[config.mk]
export PLATFORM = sky130hd
export DESIGN_NAME = load_store_monitor
export DESIGN_NICKNAME = d
export VERILOG_FILES = /design/src/rtl/load_store_pkg.sv /design/src/rtl/load_store_monitor_run_counter.sv /design/src/rtl/load_store_monitor.sv
export SDC_FILE = /design/constraint.sdc
export NUM_CORES = 1
export LEC_CHECK = 0
export ABC_AREA = 0
export CORE_UTILIZATION = 45
export DETAILED_ROUTE_END_ITERATION = 8
export PLACE_DENSITY = 0.66
export SLEW_MARGIN = 5
export SYNTH_ARGS = -nofsm -noshare
export SYNTH_HDL_FRONTEND = slang
export SYNTH_HIERARCHICAL = 1
export SYNTH_SLANG_ARGS = --single-unit
[constraint.sdc]
create_clock -name clk -period 3.12 [get_ports clk]
set_input_delay 0.312 -clock clk [delete_from_list [all_inputs] [get_ports clk]]
set_output_delay 0.312 -clock clk [all_outputs]
set_load 0.01 [all_outputs]
[src/rtl/load_store_pkg.sv]
// -----------------------------------------------------------------------------
// load_store_pkg
// Shared types and constants for the load/store peak-pulse monitor.
//   ls_state_t  : monitor FSM states
//   ERR_*       : err_code encodings
//   ls_period() : cycles per generator period for peak level n, high run hw
// -----------------------------------------------------------------------------
package load_store_pkg;

    typedef enum logic [1:0] {
        SYNC = 2'd0,
        HIGH = 2'd1,
        LOW  = 2'd2,
        FAIL = 2'd3
    } ls_state_t;

    localparam logic [1:0] ERR_NONE      = 2'b00;
    localparam logic [1:0] ERR_HIGH      = 2'b01;
    localparam logic [1:0] ERR_LOW_SHORT = 2'b10;
    localparam logic [1:0] ERR_TIMEOUT   = 2'b11;

    // Two ramps of n steps each plus the high run at the peak.
    function automatic int ls_period(input int n, input int hw);
        return 2 * n + hw;
    endfunction

endpackage

[src/rtl/load_store_monitor_run_counter.sv]
// -----------------------------------------------------------------------------
// ls_run_counter
// Run-length counter: clear to 0, load 1, or increment; flags when the count
// equals LIMIT so the FSM never needs the raw value.
//   clk      : clock
//   rst      : synchronous active-high reset (count -> 0)
//   clr      : count -> 0
//   set1     : count -> 1 (start of a new run)
//   inc      : count -> count + 1
//   at_limit : count == LIMIT
// Priority: rst/clr > set1 > inc.
// -----------------------------------------------------------------------------
module ls_run_counter #(
    parameter int W     = 16,
    parameter int LIMIT = 8
) (
    input  logic clk,
    input  logic rst,
    input  logic clr,
    input  logic set1,
    input  logic inc,
    output logic at_limit
);

    logic [W-1:0] count;

    // NOTE: sequential state uses non-blocking assignments so every register
    // samples pre-edge values; reset is synchronous, so it sits inside the
    // clocked branch rather than in the sensitivity list.
    always_ff @(posedge clk) begin
        if (rst || clr) begin
            count <= '0;
        end else if (set1) begin
            count <= W'(1);
        end else if (inc) begin
            count <= count + 1'b1;
        end
    end

    assign at_limit = (count == W'(LIMIT));

endmodule

[src/rtl/load_store_monitor.sv]
// -----------------------------------------------------------------------------
// load_store_monitor
// Checks the peak-pulse line of a triangular load/store level generator:
// expects HW cycles high then LW = 2N cycles low, forever. Reports lock,
// measured period, peak count and the first protocol error.
//   clk        : clock
//   rst        : synchronous active-high reset
//   sig        : peak-pulse line, sampled every posedge
//   locked     : LOCK_PEAKS consecutive good periods seen
//   err        : error flag (sticky, or 1-cycle pulse with resync)
//   err_code   : 00 none, 01 high run wrong, 10 low run short, 11 low timeout
//   period_q   : cycles between the last two good rising edges
//   peak_count : rising edges seen, wraps
//   err_cnt    : saturating error count (0 unless resync is enabled)
// Optional: define LOAD_STORE_MONITOR_RESYNC_EN to resynchronise after an
// error instead of sticking in FAIL.
// -----------------------------------------------------------------------------
module load_store_monitor
    import load_store_pkg::*;
#(
    parameter int N          = 20000,
    parameter int HW         = 2,
    parameter int CBITS      = 16,
    parameter int PCBITS     = 16,
    parameter int LOCK_PEAKS = 2
) (
    input  logic              clk,
    input  logic              rst,
    input  logic              sig,
    output logic              locked,
    output logic              err,
    output logic [1:0]        err_code,
    output logic [CBITS-1:0]  period_q,
    output logic [PCBITS-1:0] peak_count,
    output logic [7:0]        err_cnt
);

    localparam int LW    = ls_period(N, HW) - HW;
    localparam int GBITS = $clog2(LOCK_PEAKS + 1);

    ls_state_t         state, state_n;
    logic              h_at, h_set, h_inc;
    logic              l_at, l_clr, l_set, l_inc;
    logic [CBITS-1:0]  pcnt, pcnt_n;
    logic [GBITS-1:0]  good, good_n;
    logic              locked_n, err_n, err_hit;
    logic [1:0]        err_code_n, hit_code;
    logic [CBITS-1:0]  period_n;
    logic [PCBITS-1:0] peak_n;

    ls_run_counter #(.W(CBITS), .LIMIT(HW)) u_hrun (
        .clk(clk), .rst(rst), .clr(1'b0), .set1(h_set), .inc(h_inc), .at_limit(h_at)
    );

    ls_run_counter #(.W(CBITS), .LIMIT(LW)) u_lrun (
        .clk(clk), .rst(rst), .clr(l_clr), .set1(l_set), .inc(l_inc), .at_limit(l_at)
    );

    // NOTE: every signal gets a default before the case so no path leaves a
    // value unassigned, which would otherwise infer a latch.
    always_comb begin
        state_n    = state;
        h_set      = 1'b0;
        h_inc      = 1'b0;
        l_clr      = 1'b0;
        l_set      = 1'b0;
        l_inc      = 1'b0;
        locked_n   = locked;
        err_code_n = err_code;
        period_n   = period_q;
        peak_n     = peak_count;
        good_n     = good;
        pcnt_n     = (state == FAIL) ? pcnt : pcnt + 1'b1;
        err_hit    = 1'b0;
        hit_code   = ERR_NONE;
`ifdef LOAD_STORE_MONITOR_RESYNC_EN
        err_n      = 1'b0;      // err is a single-cycle pulse
`else
        err_n      = err;       // err is sticky
`endif

        case (state)
            SYNC: begin
                if (sig) begin
                    // First edge: no low-length check, period not measured.
                    state_n = HIGH;
                    h_set   = 1'b1;
                    peak_n  = peak_count + 1'b1;
                    pcnt_n  = CBITS'(1);
                end else if (l_at) begin
                    err_hit  = 1'b1;
                    hit_code = ERR_TIMEOUT;
                end else begin
                    l_inc = 1'b1;
                end
            end
            HIGH: begin
                if (sig == h_at) begin
                    // Either a too-long run or a run ending early.
                    err_hit  = 1'b1;
                    hit_code = ERR_HIGH;
                end else if (sig) begin
                    h_inc = 1'b1;
                end else begin
                    state_n = LOW;
                    l_set   = 1'b1;
                end
            end
            LOW: begin
                if (!sig) begin
                    if (l_at) begin
                        err_hit  = 1'b1;
                        hit_code = ERR_TIMEOUT;
                    end else begin
                        l_inc = 1'b1;
                    end
                end else if (!l_at) begin
                    err_hit  = 1'b1;
                    hit_code = ERR_LOW_SHORT;
                end else begin
                    state_n  = HIGH;
                    h_set    = 1'b1;
                    peak_n   = peak_count + 1'b1;
                    period_n = pcnt;
                    pcnt_n   = CBITS'(1);
                    if (good != GBITS'(LOCK_PEAKS)) begin
                        good_n = good + 1'b1;
                    end
                    locked_n = (good_n == GBITS'(LOCK_PEAKS));
                end
            end
            default: ;  // FAIL holds everything until rst
        endcase

        if (err_hit) begin
            err_n      = 1'b1;
            err_code_n = hit_code;
            locked_n   = 1'b0;
            good_n     = '0;
`ifdef LOAD_STORE_MONITOR_RESYNC_EN
            state_n    = SYNC;
            l_clr      = 1'b1;
`else
            state_n    = FAIL;
`endif
        end
    end

    always_ff @(posedge clk) begin
        if (rst) begin
            state <= SYNC;
        end else begin
            state <= state_n;
        end
    end

    always_ff @(posedge clk) begin
        if (rst) begin
            locked     <= 1'b0;
            err        <= 1'b0;
            err_code   <= ERR_NONE;
            period_q   <= '0;
            peak_count <= '0;
            pcnt       <= '0;
            good       <= '0;
        end else begin
            locked     <= locked_n;
            err        <= err_n;
            err_code   <= err_code_n;
            period_q   <= period_n;
            peak_count <= peak_n;
            pcnt       <= pcnt_n;
            good       <= good_n;
        end
    end

`ifdef LOAD_STORE_MONITOR_RESYNC_EN
    always_ff @(posedge clk) begin
        if (rst) begin
            err_cnt <= '0;
        end else if (err_hit && err_cnt != 8'hFF) begin
            err_cnt <= err_cnt + 1'b1;
        end
    end
`else
    assign err_cnt = '0;
`endif

endmodule

==> flow_metrics.tcl <==
set metrics [dict create \
    drt-initial-drc-count 96 \
    holdPathStages 2 \
    die_w_microns 98.8 \
    via_per_inst 5.53 \
    ant_nets 0 \
    die_h_microns 98.8 \
    io_buffers 38 \
    synth_cell_type_count 49 \
    drive_above_1_share_pct 6.13 \
    core_area_sq_mm 0.00889 \
    clockRootBuffer "clkbuf_8" \
    grt_max_degree 24 \
    drt-pass1-iter-count 5 \
    holdCritStartpoint "period_q[0]$_SDFFE_PP0P_" \
    min_path_type "flop to flop" \
    reg2reg_from "u_lrun/count[0]$_SDFFE_PP0P_" \
    slowest_stage "or4_1" \
    cap_violations 0 \
    critPathKind "flop to flop" \
    overflow 0 \
    setup_viol 0 \
    ys_async_sr_fraction_pct 0 \
    worstReg2RegEnd "u_lrun/count[10]$_SDFFE_PP0P_" \
    rsz0062_at_grt "false" \
    cts_resized 0 \
    drt-total-wl_microns 8660 \
    num_io_pins 47 \
    fin_total_pwr_uw 2180 \
    synth.area.top_cells "dfxtp_1 (41%), a21oi_1 (5.7%), nand2_1 (5.3%)" \
    ctsHoldBuffers 0 \
    post-route-min-period_ps 2820 \
    wl_per_cell_microns 13.4 \
    min_to "period_q[0]$_SDFFE_PP0P_" \
    finalHoldViolCount 0 \
    postCtsSetupRepairBufs 0 \
    cts_made_buffers 9 \
    vias 3572 \
    synth_area_per_cell_sq_um 8.50 \
    power.leakage_uw 0.00160 \
    syn2layout_area_growth_pct 15.3 \
    met3WireLength_microns 298 \
    yosys_warnings 6 \
    yosysTopAreaCell "dfxtp_1" \
    fin_skew_ps 17.3 \
    slew-limit-headroom_pct 58.4 \
    yosysTopAreaCellShare_pct 41.3 \
    fmax_mhz 355 \
    clkSlewWorstSetupHoldPaths_ps 90 \
    ys_ff_latch 87 \
    cts-htree-levels 3 \
    fin_tns_setup_ps 0 \
    cpPeakStageDelay_ps 550 \
    crit_family "simple AND/OR/NAND/NOR gates" \
    worst_slew_pin_slew_ps 624 \
    cts_sinks 87 \
    synth_edf_count 0 \
    synthFlopType "dfxtp_1" \
    cts_tree "done" \
    grt_pass1_wl_microns 14900 \
    grt_pass1_vias 3311 \
    synth_area_sq_mm 0.00422 \
    slew_viol_final 0 \
    clock_path_buffers 2 \
    crit_path_end_kind "flop" \
    antenna_found_initial 0 \
    netlist_instances 496 \
    row_count 34 \
    dr_wl_met2_microns 4100 \
    synth.yosys.seq_area_share_pct 41.3 \
    status "finished, final reports clean" \
    maxUsedRoutingLayer "met4" \
    fill_cells 856 \
    powerDensity_mw_per_mm2 448 \
    required_ps 3410 \
    dieArea_sq_mm 0.00976 \
    period_share_pct 90.2 \
    num_antenna_cells 0 \
    crit_chain "inv_1 > ha_1 > or4b_2 > nor3_1 > buf_4 > inv_1 > ha_1 > nor2b_1 > nand4_2 > or4_1 > a21oi_1" \
    peakVddDrop_uv 240 \
    arrival_ps 3100 \
    met1_length_microns 4180 \
    drc_errors 0 \
    critPathLaunchType "flop" \
    path_buf_inv 3 \
    rr_worst_depth 11 \
    r2r_setup_slack_ps 300 \
    clock_latency_ps 360 \
    dp_hpwl_microns 6080 \
    fin_nets 548 \
    start_util_pct 47.4 \
    path_max_fanout 9 \
    track_usage_pct 18.4 \
    gp_congestion 0.810 \
]
[worst max path at each step]
| stage | startpoint | to | depth (start not counted) |
|---|---|---|---|
| final | u_lrun/count[0]$_SDFFE_PP0P_ | u_lrun/count[10]$_SDFFE_PP0P_ | 11 |
| after global routing | u_lrun/count[0]$_SDFFE_PP0P_ | u_lrun/count[15]$_SDFFE_PP0P_ | 11 |
| after CTS | u_lrun/count[0]$_SDFFE_PP0P_ | u_lrun/count[15]$_SDFFE_PP0P_ | 11 |
| after detailed placement | sig | u_lrun/count[15]$_SDFFE_PP0P_ | 7 |
| after global placement | sig | u_lrun/count[11]$_SDFFE_PP0P_ | 7 |
| after floorplan | u_lrun/count[0]$_SDFFE_PP0P_ | u_hrun/count[10]$_SDFFE_PP0P_ | 11 |
[logic make-up after synthesis]
kind of cell	share of synthesized area, %
compound gates	11.9
xor+xnor	6.44
fa+ha+maj	3.56
buf+inv	5.81
flops	41.3
mux	1.93
other cells	0.0889
simple gates	29.0
[sequential cells by signal, summed over array words and instances, names as in the netlist]
signal        count
err               1
err_code          2
good              2
pcnt             16
peak_count       16
period_q         16
state             2
u_hrun/count     16
u_lrun/count     16
[area by class of cell]
cell class | instances | area [sq um] | area share (%)
repair buffers | 43 | 418 | 8.59
flip-flops and latches | 87 | 1740 | 35.8
well taps | 108 | 135 | 2.78
inverters | 17 | 63.8 | 1.31
clock buffers | 9 | 124 | 2.55
multi-input cells | 375 | 2280 | 46.9
clock inverters | 7 | 101 | 2.08
[per-stage QoR]
| stage | cells | hold slack, ps | worst slack (ps) | instance area, sq um | utilization [%] |
|---|---|---|---|---|---|
| 6_report | 646 | 463 | 305 | 4860 | 54.7 |
| 5_1_grt | 646 | 484 | 22.9 | 4860 | 54.7 |
| 4_1_cts | 646 | 466 | 299 | 4860 | 54.7 |
| 3_5_place_dp | 630 | 449 | 296 | 4640 | 52.2 |
| 3_3_place_gp | 630 | 446 | 399 | 4640 | 52.2 |
| 2_1_floorplan | 509 | 389 | 371 | 4270 | - |
[worst register-to-register path, stage by stage, from the launching register on]
cell     delay [ps]
dfxtp_1         450
inv_1            70
ha_1            190
or4b_2          190
nor3_1           40
buf_4           150
inv_1            50
ha_1            120
nor2b_1         460
nand4_2         330
or4_1           550
a21oi_1         140
[cells in the final DEF (no fill, tap or decap), types with 10 or more instances in the layout]
| cell type | n |
|---|---|
| o21ai_0 | 12 |
| or3_1 | 13 |
| nor2_1 | 42 |
| conb_1 | 14 |
| nand4_1 | 23 |
| inv_1 | 17 |
| xor2_1 | 19 |
| nor3_1 | 10 |
| a21oi_1 | 48 |
| dfxtp_1 | 87 |
| ha_1 | 12 |
| or4_1 | 11 |
| nand2_1 | 60 |
| xnor2_1 | 12 |
| clkdlybuf4s50_1 | 38 |
| o31ai_1 | 11 |
| nand3_1 | 16 |
[layer usage]
metal  vias up  GRT usage (%)
met3         8           4.11
li1       1808              -
met2        74           30.6
met1      1682           23.7
met5         -              0
met4         0           6.20
[synth_stat cells, types with 3 or more instances]
cell type	n
and2_1	4
nor2_1	42
o31ai_1	11
a21oi_1	48
mux2i_1	7
xnor2_1	12
inv_1	17
and3_1	6
buf_2	4
clkbuf_1	9
nor3_1	10
and4_1	9
nand4_1	23
nand2_1	60
nand3_1	16
nor4_1	9
xor2_1	19
or4_1	11
o21ai_0	12
nor2b_1	3
or3_1	13
buf_4	13
ha_1	12
nand2b_1	8
dfxtp_1	87
[power by group]
part | leakage (uW) | internal [uW] | switching, uW
Clock | 0.000107 | 460 | 429
Sequential | 0.000703 | 1130 | 27.6
Combinational | 0.000795 | 53.1 | 85.4
(Power assumes the default switching activity.)
